==> src/rtl/dmem_bridge.sv <==
// Data-memory bridge between the MEM stage and a request/grant bus.
// It holds the pipeline until the access completes, errors or times out.
module dmem_bridge #(
  parameter int unsigned TIMEOUT = 255
) (
  input  logic        clk,
  input  logic        rst,
  input  logic        req_valid,
  input  logic        req_we,
  input  logic [29:0] addr_to_mem,
  input  logic [3:0]  be,
  input  logic [31:0] data_to_mem,
  output logic [31:0] data_from_mem,
  output logic        stall,
  output logic        done,
  output logic        err,
  output logic        bus_req,
  output logic        bus_we,
  output logic [29:0] bus_addr,
  output logic [3:0]  bus_be,
  output logic [31:0] bus_wdata,
  input  logic        bus_gnt,
  input  logic        bus_rvalid,
  input  logic [31:0] bus_rdata,
  input  logic        bus_err
);

  typedef enum logic [1:0] {StIdle, StReq, StWait, StDone} state_e;

  localparam logic [15:0] TimeoutLast = 16'(TIMEOUT - 1);

  state_e      state_q, state_d;
  logic        we_q, we_d;
  logic [29:0] addr_q, addr_d;
  logic [3:0]  be_q, be_d;
  logic [31:0] wdata_q, wdata_d;
  logic [31:0] rdata_q, rdata_d;
  logic        err_q, err_d;
  logic [15:0] cnt_q, cnt_d;
  logic        start;
  logic        expired;

  assign start   = req_valid && (be != 4'b0000);
  assign expired = (cnt_q == TimeoutLast);

  always_comb begin
    state_d = state_q;
    we_d    = we_q;
    addr_d  = addr_q;
    be_d    = be_q;
    wdata_d = wdata_q;
    rdata_d = rdata_q;
    cnt_d   = cnt_q;
    err_d   = 1'b0;
    unique case (state_q)
      StIdle: begin
        if (start) begin
          we_d    = req_we;
          addr_d  = addr_to_mem;
          be_d    = be;
          wdata_d = data_to_mem;
          cnt_d   = 16'd0;
          state_d = StReq;
        end
      end
      StReq: begin
        cnt_d = cnt_q + 16'd1;
        if (bus_gnt) begin
          if (bus_err) begin
            err_d   = 1'b1;
            state_d = StDone;
            if (!we_q) rdata_d = 32'd0;
          end else if (we_q) begin
            state_d = StDone;
          end else if (bus_rvalid) begin
            rdata_d = bus_rdata;
            state_d = StDone;
          end else if (expired) begin
            // A grant alone is not a completion, so the timeout still wins.
            err_d   = 1'b1;
            state_d = StDone;
          end else begin
            state_d = StWait;
          end
        end else if (expired) begin
          err_d   = 1'b1;
          state_d = StDone;
        end
      end
      StWait: begin
        cnt_d = cnt_q + 16'd1;
        if (bus_err) begin
          err_d   = 1'b1;
          rdata_d = 32'd0;
          state_d = StDone;
        end else if (bus_rvalid) begin
          rdata_d = bus_rdata;
          state_d = StDone;
        end else if (expired) begin
          err_d   = 1'b1;
          state_d = StDone;
        end
      end
      StDone: begin
        state_d = StIdle;
      end
      default: state_d = StIdle;
    endcase
  end

  always_ff @(posedge clk) begin
    if (rst) begin
      state_q <= StIdle;
      we_q    <= 1'b0;
      addr_q  <= 30'd0;
      be_q    <= 4'd0;
      wdata_q <= 32'd0;
      rdata_q <= 32'd0;
      err_q   <= 1'b0;
      cnt_q   <= 16'd0;
    end else begin
      state_q <= state_d;
      we_q    <= we_d;
      addr_q  <= addr_d;
      be_q    <= be_d;
      wdata_q <= wdata_d;
      rdata_q <= rdata_d;
      err_q   <= err_d;
      cnt_q   <= cnt_d;
    end
  end

  always_comb begin
    bus_req       = (state_q == StReq);
    bus_we        = bus_req && we_q;
    bus_addr      = bus_req ? addr_q : 30'd0;
    bus_be        = bus_req ? be_q : 4'd0;
    bus_wdata     = bus_req ? wdata_q : 32'd0;
    done          = (state_q == StDone);
    err           = done && err_q;
    data_from_mem = rdata_q;
    stall         = !rst && (((state_q == StIdle) && start) ||
                             (state_q == StReq) || (state_q == StWait));
  end

endmodule

==> config.mk <==
export PLATFORM = sky130hd
export DESIGN_NAME = dmem_bridge
export DESIGN_NICKNAME = d
export VERILOG_FILES = /design/src/rtl/dmem_bridge.sv
export SDC_FILE = /design/constraint.sdc
export NUM_CORES = 1
export LEC_CHECK = 0
export CAP_MARGIN = 10
export CORE_ASPECT_RATIO = 0.75
export CORE_MARGIN = 1.5
export CORE_UTILIZATION = 44
export DETAILED_ROUTE_END_ITERATION = 7
export GPL_ROUTABILITY_DRIVEN = 0
export HOLD_SLACK_MARGIN = 0.02
export PLACE_DENSITY = 0.86
export REMOVE_ABC_BUFFERS = 1
export SLEW_MARGIN = 10
export SYNTH_ARGS = -nofsm -noshare
export SYNTH_HDL_FRONTEND = slang
export SYNTH_SLANG_ARGS = --single-unit
==> constraint.sdc <==
create_clock -name clk -period 2.2 [get_ports clk]
set_clock_uncertainty 0.1 [all_clocks]
set_input_delay 0.22 -clock clk [delete_from_list [all_inputs] [get_ports clk]]
set_output_delay 0.22 -clock clk [all_outputs]
set_load 0.05 [all_outputs]
== Yosys cells after proc, flatten, opt, wreduce, memory -nomap -nowiden ==
Index checks and enable logic that the tools add are counted.

* Flip-flop bits (word level): 118
* Input bits: 105
* Output and inout port bits: 103
* Word-level logic and storage cells: 61

* Add/subtract/negate cells: 1
* Equal/unequal tests: 7
* Multiplexer cells: 29
* Reduce and logical (&&, ||, !) cells: 16

{| class="wikitable"
|+ Operators with widths
! operator !! count
|-
| two-way mux 32 bit || 7
|-
| case mux 32 bit (2 select lines) || 1
|-
| case mux 16 bit (2 select lines) || 1
|-
| two-way mux 30 bit || 1
|-
| adder 16 x 1 -> 16 bit (second input constant) || 1
|-
| == test 16 x 8 -> 1 bit (second input constant) || 1
|-
| two-way mux 16 bit || 1
|-
| two-way mux 1 bit || 10
|-
| two-way mux 2 bit || 5
|-
| case mux 2 bit (4 select lines) || 1
|-
| logical AND 1 bit || 5
|-
| == test 2 bit (second input constant) || 2
|-
| two-way mux 4 bit || 1
|-
| != test 2 bit (second input constant) || 2
|-
| AND reduction 2 bit || 2
|-
| nonzero test 2 bit || 2
|-
| nonzero test 4 bit || 1
|-
| AND reduction 3 bit || 1
|-
| == test 2 x 1 -> 1 bit (second input constant) || 1
|-
| zero test 2 bit || 1
|-
| logical OR 1 bit || 2
|-
| != test 2 x 1 -> 1 bit (second input constant) || 1
|-
| case mux 1 bit (2 select lines) || 1
|-
| OR reduction 2 bit || 1
|-
| zero test 1 bit || 1
|}

== Longest topological paths before layout ==
Gate-level depths: netlist (run 1).

* Depth after elaboration: 7
* Gate-level depth with buffers: 9
* Depth with buffers taken out: 6

== Worst setup path before layout (run 1) ==
No wires, ideal clock.

* Kind: reg2out
* Start: register state_q[1]
* End: output port bus_wdata[10]
* Data arrival time: 2.051 ns
* Data required time: 1.880 ns
* Path slack: -0.171 ns
* Cell stages (with the launch flop): 7
* Buffers on the path: 3
* Cells stage by stage: dfxtp_1 > inv_1 > ha_1 > buf_2 > clkbuf_1 > clkbuf_1 > and2_1

* Cells in the longest elaborated chain, start to end: 2

{| class="wikitable"
|+ Ends and longest elaborated chain
! what !! RTL line !! source
|-
| start, declared || 32 || <nowiki>state_e state_q, state_d;</nowiki>
|-
| start signal, assigned || 113 || <nowiki>state_q <= StIdle;</nowiki>
|-
| start signal, assigned || 122 || <nowiki>state_q <= state_d;</nowiki>
|-
| == test 2 x 1 -> 1 bit || 134 || <nowiki>bus_req = (state_q == StReq);</nowiki>
|-
| via bus_req || 17 || <nowiki>output logic bus_req,</nowiki>
|-
| two-way mux 32 bit || 138 || <nowiki>bus_wdata = bus_req ? wdata_q : 32'd0;</nowiki>
|-
| end, declared || 21 || <nowiki>output logic [31:0] bus_wdata,</nowiki>
|}

The timed path passes the listed nets, and every way through them passes these cells.

== Final worst setup path (run 1) ==
* Start: register state_q[0]
* End: output port stall

* Cells in the longest elaborated chain, start to end: 5

{| class="wikitable"
|+ Ends and longest elaborated chain
! what !! RTL line !! source
|-
| zero test 2 bit || 142 || <nowiki>stall = !rst && (((state_q == StIdle) && start) ||</nowiki>
|-
| logical AND 1 bit || 142 ||
|-
| logical OR 1 bit || 142 ||
|-
| logical OR 1 bit * || 143 || <nowiki>(state_q == StReq) || (state_q == StWait));</nowiki>
|-
| logical AND 1 bit * || 142 ||
|-
| end, declared || 14 || <nowiki>output logic stall,</nowiki>
|}

Mark *: on every way between the ends. The rest lies on a longest branch, timed or not.

==> metrics, run 1 <==
status complete, no violations; Min-Delay Path Depth 2; Synthesis Warnings 0; Syn Std Cell Area 0.00521 mm2; worst-path cell chain inv_1, ha_2, buf_4, nand2_2, a21oi_2, buf_12; slowest stage cell, crit path dfxtp_2; Least-Margin Pin Slew 542 ps; CP Max Fanout 7; GRT Max-Usage Layer met2; CP Class reg -> out; IO buf count 207; final setup vio count 0; initial antenna violation count 0; drt total wl 15200 um; Detailed Place HPWL ~10000 um; Worst Setup End Kind primary output; die area 0.0125 mm2; Filler Cell Count 799; Hold-fix buffers, CTS 0; CTS tree done; Setup TNS 0 ps; worst path bufs/invs 3; DRT iter0 DRCs around 280; Clock Pin Slew Worst Setup and Hold Paths 60 ps; Worst R2R End cnt_q[14]$_SDFFE_PP0P_; RSZ-0062 raised after global routing no; clk_lat worst skew 400 ps; WL per Instance 14.9 um; via/cell ratio ~5.0; die width roughly 130 um; initial core utilization 45.0%; post-synthesis cell count about 650; DRC errors left 0; Clock Path Buffers 2; Netlist cell types 40; ANT nets after route 0; final count of pins violating max slew 0; Max-cap violations 0; critical path startpoint category flip-flop; Worst path max stage delay 340 ps; met2 usage 40.2%; # clock sinks approximately 120; nets between 900 and 1000; core area 0.0116 mm2; largest net degree at the start of global routing 68; GR Overflow Total 0; Syn Area/Cell 8.06 um2; crit path DAT 1790 ps; placed inst area 0.00819 mm2; Max Freq 473 MHz; top cell family by delay on the critical path buffers and inverters; Global Route Usage Sum around 25%; sequential area share after synthesis approximately 45%; vias in the first global route 5083; Tmin final 2110 ps; post-route cell area 0.00884 mm2; Die Y between 90 and 100 um; Cell Pwr Density 729 mW/mm2; io pins 208; flop-to-flop setup slack 110 ps; FF-to-FF path depth 6; total CTS buffers 17; share of layout cells above drive strength 1 15.6%; Area Overhead vs Synth 69.7%; Worst VDD drop 466 uV; Yosys reg bits between 100 and 150; Hold Crit Endpoint be_q[3]$_SDFFE_PP0P_; row count 34; met1 Use GR approximately 30%; HP Start rst; worst hold margin ~180 ps; Ant. Diodes 0; root buffer cell clkbuf_16; HP Class in -> reg; slew margin rel. between 60 and 70%; Final Cycle Share 96.1%; Critical Path RT 1880 ps; hold violation count in the final report 0; vias 5152; grt met3 use 9.09%; global-route wire length before repair 24800 um; leakage 0.00337 uW; DRT Pass-1 Iters 5; H-tree levels 4; R2R Path Start state_q[0]$_SDFFE_PP0P_; fin util 76.4%
==> cells by family after synthesis <==
logic type / after synthesis / share of synthesized area [%]
muxes: 32 / 6.15
DFF: 118 / 45.3
and+or+nand+nor: 320 / 30.2
buffers and inverters: 55 / 4.22
xor gates and xnor gates: 2 / 0.336
adders and majority gates: 7 / 1.68
AOI/OAI and AO/OA: 113 / 12.1
==> cells in the mapped netlist <==
| cell type | instances | share of area [%] |
|---|---|---|
| a211o_1 | 3 | 0.50 |
| a211oi_1 | 3 | 0.43 |
| a21o_1 | 1 | 0.14 |
| a21oi_1 | 84 | 8.1 |
| a221oi_1 | 1 | 0.17 |
| a31o_2 | 1 | 0.17 |
| a31oi_1 | 2 | 0.24 |
| and2_1 | 70 | 8.4 |
| and4_2 | 1 | 0.19 |
| buf_1 | 2 | 0.14 |
| buf_2 | 11 | 1.1 |
| clkbuf_1 | 32 | 2.3 |
| dfxtp_1 | 118 | 45 |
| ha_1 | 7 | 1.7 |
| inv_1 | 10 | 0.72 |
| mux2i_1 | 32 | 6.1 |
| nand2_1 | 144 | 10 |
| nand2b_1 | 3 | 0.36 |
| nand3_1 | 5 | 0.48 |
| nand3b_1 | 1 | 0.14 |
| nand4_1 | 2 | 0.24 |
| nand4_2 | 1 | 0.24 |
| nand4b_1 | 1 | 0.17 |
| nor2_1 | 38 | 2.7 |
| nor2b_1 | 33 | 4.0 |
| nor4_1 | 1 | 0.12 |
| o211a_1 | 1 | 0.19 |
| o211ai_1 | 1 | 0.14 |
| o21ai_0 | 9 | 0.86 |
| o21ai_1 | 1 | 0.096 |
| o31ai_1 | 4 | 0.58 |
| o41a_1 | 1 | 0.22 |
| o41ai_2 | 1 | 0.31 |
| or3_1 | 11 | 1.3 |
| or3_2 | 1 | 0.14 |
| or3_4 | 1 | 0.22 |
| or4_1 | 6 | 0.86 |
| or4_4 | 1 | 0.22 |
| xnor2_1 | 1 | 0.17 |
| xor2_1 | 1 | 0.17 |
==> cells in the final DEF, fill, tap and decap left out, types with 10 or more instances in the layout <==
master / instances
nand2_1: 143
clkdlybuf4s50_1: 135
dfxtp_1: 117
a21oi_1: 82
buf_12: 74
and2_1: 69
nor2_1: 38
nor2b_1: 33
mux2i_1: 32
clkbuf_16: 17
buf_4: 13
or3_1: 11
inv_1: 10
==> cell type report <==
cell class / instances / area, um2 / area share (%)
Clock buffer: 19 / 433 / 4.89
Clock inverter: 13 / 158 / 1.78
Inverter: 10 / 37.5 / 0.424
Multi-Input combinational cell: 474 / 2670 / 30.1
Sequential cell: 118 / 2360 / 26.7
Tap cell: 162 / 203 / 2.29
Timing Repair Buffer: 225 / 2980 / 33.7
==> state kept, by name (all words and copies together), names as in the netlist <==
| signal | flops |
|---|---|
| we_q | 1 |
| data_from_mem | 32 |
| state_q | 2 |
| addr_q | 30 |
| wdata_q | 32 |
| cnt_q | 16 |
| err_q | 1 |
| be_q | 4 |
==> repair_timing <==
action | in CTS | in global routing
resized for setup | 3 | 5
setup endpoints to repair | 2 | 18
cloned | 1 | 0
setup buffers | 0 | 1
pin swaps | 0 | 2
==> routing by layer <==
metal  up-vias  part of all wire (%)
li1       2532                     -
met1      2402                    43
met2       197                    46
met3        21                   9.4
met4         0                   1.7
met5         -                     0
==> worst reg2reg max path, cell delays in order, from the launching register on <==
cell	delay [ps]
dfxtp_2	370
inv_1	120
ha_2	350
nor2_1	80
a211o_2	360
or4_1	480
a21oi_1	150
==> worst max-delay path by stage <==
| stage | startpoint | end | slack (ps) | cells past startpoint |
|---|---|---|---|---|
| floorplan | state_q[1]$_SDFFE_PP0P_ | data_from_mem[0]$_SDFFE_PP0P_ | -2510 | 6 |
| global placement | be[0] | cnt_q[14]$_SDFFE_PP0P_ | -8 | 6 |
| detailed placement | be[1] | cnt_q[14]$_SDFFE_PP0P_ | -30 | 6 |
| CTS | state_q[0]$_SDFFE_PP0P_ | cnt_q[14]$_SDFFE_PP0P_ | 7 | 6 |
| global route | state_q[0]$_SDFFE_PP0P_ | stall | 5 | 6 |
| finish | state_q[0]$_SDFFE_PP0P_ | stall | 90 | 6 |
==> where the power goes <==
part	internal, uW	switching, uW	total (uW)
sequential	2260	58.1	2320
combinational	640	732	1370
clock	1780	981	2760
==> through the flow <==
step	worst slack [ps]	power, uW	cells
2_1_floorplan	-2510	3000	602
3_3_place_gp	-7.69	3650	987
3_5_place_dp	-34.9	3680	987
4_1_cts	7.10	6480	1020
5_1_grt	5.40	6700	1021
6_report	86.7	6440	1021
Power figures use the tool's default switching activity.
==> run 2, diff against run 1 <==
--- a/config.mk
+++ b/config.mk
@@ -8,11 +8,11 @@
 export CAP_MARGIN = 10
 export CORE_ASPECT_RATIO = 0.75
 export CORE_MARGIN = 1.5
-export CORE_UTILIZATION = 44
+export CORE_UTILIZATION = 47
 export DETAILED_ROUTE_END_ITERATION = 7
 export GPL_ROUTABILITY_DRIVEN = 0
 export HOLD_SLACK_MARGIN = 0.02
-export PLACE_DENSITY = 0.86
+export PLACE_DENSITY = 0.91
 export REMOVE_ABC_BUFFERS = 1
 export SLEW_MARGIN = 10
 export SYNTH_ARGS = -nofsm -noshare
==> constraint.sdc (replaced) <==
create_clock -name clk -period 2.59 [get_ports clk]
set_clock_uncertainty 0.1 [all_clocks]
set_input_delay 0.259 -clock clk [delete_from_list [all_inputs] [get_ports clk]]
set_output_delay 0.259 -clock clk [all_outputs]
set_load 0.05 [all_outputs]
==> metrics, run 2 (synthesis results as in run 1) <==
clk_lat worst skew ~400 ps; Ant. Diodes 0; Area Overhead vs Synth 66.8%; Detailed Place HPWL 11100 um; status complete, no violations; io pins 208; drt total wl 15500 um; IO buf count a little over 200; Clock Pin Slew Worst Setup and Hold Paths 50 ps; slew margin rel. 52.6%; Worst VDD drop 460 uV; row count 33; largest net degree at the start of global routing 70; HP Class in -> reg; via/cell ratio about 5.3; Cells after DPL 958; Clock Path Buffers 2; Max Freq just over 400 MHz; Final Cycle Share 94.8%; vias in the first global route 4853; hold violation count in the final report 0; RSZ-0062 raised after global routing no; FF/Latch Area 0.00236 mm2; nets between 900 and 1000; final setup vio count 0; Die Y 94.2 um; Cell Pwr Density between 600 and 700 mW/mm2; core area 0.0109 mm2; DRT Pass-1 Iters 5; # clock sinks roughly 120; GR Overflow Total 0; global-route wire length before repair 24300 um; Worst Setup End Kind primary output; root buffer cell clkbuf_16; Max-cap violations 0; leakage 0.00327 uW; Finished Layout Cells 990; most common cell after layout, fill and taps aside nand2_1; Critical Path RT 2230 ps; vias 5210; worst hold margin ~180 ps; final count of pins violating max slew 0; DRC errors left 0; Tmin final 2450 ps; die area approximately 0.012 mm2; Least-Margin Pin Slew about 710 ps; share of layout cells above drive strength 1 between 10% and 20%; Multi-input gate area 0.00266 mm2; CTS tree done; DRT iter0 DRCs 387; CP Class reg -> out; Global Route Usage Sum 26.0%; critical path startpoint category flip-flop; CP Max Fanout 47; crit path DAT 2100 ps; initial core utilization a little under 50%; die width 125 um; total CTS buffers 17; H-tree levels 4; WL per Instance 15.7 um; Filler Cell Count 611; ANT nets after route 0; Hold-fix buffers, CTS 0; initial antenna violation count 0; most frequent cells in the layout nand2_1, clkdlybuf4s50_1, dfxtp_1
run 2: cell count changes in the layout (fill, tap and decap cells not counted), sizes merged, moves of 2 or more:
cell           before  now
buf                87   79
clkdlybuf4s50     135  137
clkinv              9    3
clkinvlp            1    5
run 2: path summary, 6_finish.rpt:
path / startpoint / end / slack, ps / depth (start not counted)
max: state_q[1]$_SDFFE_PP0P_ / bus_wdata[18] / 140 / 5
min: rst / we_q$_SDFFE_PP0P_ / 180 / 2
max reg2reg: state_q[0]$_SDFFE_PP0P_ / cnt_q[14]$_SDFFE_PP0P_ / 250 / 6
min reg2reg: wdata_q[0]$_SDFFE_PP0P_ / wdata_q[0]$_SDFFE_PP0P_ / 350 / 2
run 2: where the power goes:
group	internal [uW]	switching (uW)
Sequential	1920	51.6
Combinational	491	607
Clock	1660	831
Total	4070	1490
run 2: critical path: stages (launching register included):
cell and delay [ps]:
dfxtp_1 350, inv_1 150, ha_4 340, buf_4 410, and2_1 270, buf_12 160
run 2: through the flow:
step | setup TNS, ps | instance area (um2) | worst slack, ps | utilization [%] | total power, uW
2_1_floorplan | -68690 | 5030 | -2120 | - | 2540
3_3_place_gp | 0 | 8050 | 300 | 74.1 | 3060
3_5_place_dp | 0 | 8050 | 261 | 74.1 | 3090
4_1_cts | 0 | 8690 | 130 | 80.1 | 5590
5_1_grt | 0 | 8690 | 8.11 | 80.1 | 5750
6_report | 0 | 8690 | 136 | 80.1 | 5560
run 2: timing repair:
action                     4_1_cts  5_1_grt
setup endpoints to repair       44        0
setup buffers                    0        0
resized for setup                1        0
run 2: final cells by class:
class | count | area share, %
clock buffer | 20 | 5.25
clock inverter | 12 | 2.03
inverter | 10 | 0.432
multi-input combinational | 474 | 30.6
sequential | 118 | 27.2
tap | 140 | 2.01
timing repair buffer | 216 | 32.5
run 2: metal layers:
layer  track usage [%]  up-vias  part of all wire, %
li1                  -     2504                    -
met1              30.7     2449                   41
met2              44.9      231                   49
met3              8.71       26                  8.5
met4              8.72        0                  1.7
met5                 0        -                    0
==> run 3, diff against run 2 <==
--- a/config.mk
+++ b/config.mk
@@ -9,11 +9,13 @@
 export CORE_ASPECT_RATIO = 0.75
 export CORE_MARGIN = 1.5
 export CORE_UTILIZATION = 47
+export CTS_CLUSTER_SIZE = 24
 export DETAILED_ROUTE_END_ITERATION = 7
 export GPL_ROUTABILITY_DRIVEN = 0
 export HOLD_SLACK_MARGIN = 0.02
 export PLACE_DENSITY = 0.91
 export REMOVE_ABC_BUFFERS = 1
+export SKIP_CTS_REPAIR_TIMING = 1
 export SLEW_MARGIN = 10
 export SYNTH_ARGS = -nofsm -noshare
 export SYNTH_HDL_FRONTEND = slang
==> metrics, run 3 (synthesis results as in run 1) <==
Cell Pwr Density 639 mW/mm2; HP Class in -> reg; die area 0.0117 mm2; DRT iter0 DRCs 350; Area Overhead vs Synth 66.8%; Clock Path Buffers 2; IO buf count between 200 and 250; initial antenna violation count 0; root buffer cell clkbuf_16; initial core utilization between 40% and 50%; Hold Crit Endpoint we_q$_SDFFE_PP0P_; nets 949; global-route wire length before repair roughly 24000 um; Worst VDD drop approximately 460 uV; core area between 0.01 and 0.015 mm2; critical path startpoint category flip-flop; most common cell after layout, fill and taps aside nand2_1; GR Overflow Total 0; ANT nets after route 0; FF-to-FF path depth 6; post-route cell area 0.00869 mm2; worst-path cell chain inv_1, ha_4, buf_4, and2_1, buf_12; HP Start rst; RSZ-0062 raised after global routing no; # clock sinks 118; vias 5205; Min-Delay Path Depth 2; worst path bufs/invs 3; share of layout cells above drive strength 1 14.2%; Global Route Usage Sum 26.0%; io pins about 210; die width between 100 and 150 um; DRC errors left 0; Least-Margin Pin Slew 710 ps; hold violation count in the final report 0; CP Max Fanout between 40 and 50; total power 5560 uW; final count of pins violating max slew 0; Final Cycle Share 94.6%; Tmin final 2450 ps; via/cell ratio 5.26; clk_lat worst skew 400 ps; Worst R2R End cnt_q[14]$_SDFFE_PP0P_; WL per Instance 15.7 um; slowest stage cell, crit path buf_4; Worst Setup End Kind primary output; slew margin rel. 52.7%; Ant. Diodes 0; status complete, no violations; CTS tree done; DRT Pass-1 Iters 5; top cell family by delay on the critical path buffers and inverters; most frequent cells in the layout nand2_1, clkdlybuf4s50_1, dfxtp_1; placed inst area 0.00805 mm2; flop-to-flop setup slack roughly 240 ps; leakage 0.00327 uW; row count 33; largest net degree at the start of global routing 70; Max-cap violations 0; Critical Path RT 2230 ps; crit path DAT 2090 ps; total CTS buffers 17; vias in the first global route 4856; Clock Pin Slew Worst Setup and Hold Paths 50 ps; R2R Path Start state_q[0]$_SDFFE_PP0P_; Die Y between 90 and 100 um; H-tree levels 4; final setup vio count 0; worst hold margin between 150 and 200 ps; fin util about 80%; Detailed Place HPWL 11100 um; drt total wl 15500 um; Max Freq 408 MHz; Worst path max stage delay between 400 and 500 ps; CP Class reg -> out
==> run 3: cell counts in the layout (fill, tap and decap cells not counted) <==
Identical to the previous run, type by type.
==> run 3: final cells by class <==
class                   instances  area [um2]
well taps                     140         175
inverters                      10        37.5
clock inverters                12         176
fillers                       611        2170
repair buffers                216        2830
flip-flops and latches        118        2360
clock buffers                  20         457
multi-input cells             474        2660
==> run 3: metrics by stage <==
| step | cells | TNS, ps | worst slack (ps) |
|---|---|---|---|
| after detailed placement | 958 | 0 | 261 |
| after global placement | 958 | 0 | 300 |
| after floorplan | 602 | -68690 | -2120 |
| after CTS | 990 | -627 | -45.6 |
| after global routing | 990 | 0 | 14.0 |
| final | 990 | 0 | 139 |
==> run 3: worst max-delay path by stage <==
stage,startpoint,endpoint,slack (ps),cells after the start
2_1_floorplan,state_q[1]$_SDFFE_PP0P_,data_from_mem[0]$_SDFFE_PP0P_,-2120,6
5_1_grt,state_q[1]$_SDFFE_PP0P_,bus_addr[10],10,5
6_report,state_q[1]$_SDFFE_PP0P_,bus_wdata[18],140,5
3_3_place_gp,be[0],cnt_q[4]$_SDFFE_PP0P_,300,5
3_5_place_dp,be[0],cnt_q[4]$_SDFFE_PP0P_,260,5
4_1_cts,state_q[1]$_SDFFE_PP0P_,bus_wdata[18],-50,5
==> run 3: report_power, final <==
part | switching (uW) | internal, uW | leakage [uW]
Combinational | 607 | 491 | 0.00202
Clock | 831 | 1660 | 0.000294
Sequential | 51.8 | 1920 | 0.000962
==> run 3: metal layers <==
layer,track usage [%],up-vias,wire (um)
met2,44.8,240,7600
met5,0,-,0
met1,30.4,2437,6340
li1,-,2504,-
met3,8.77,24,1320
met4,9.00,0,248
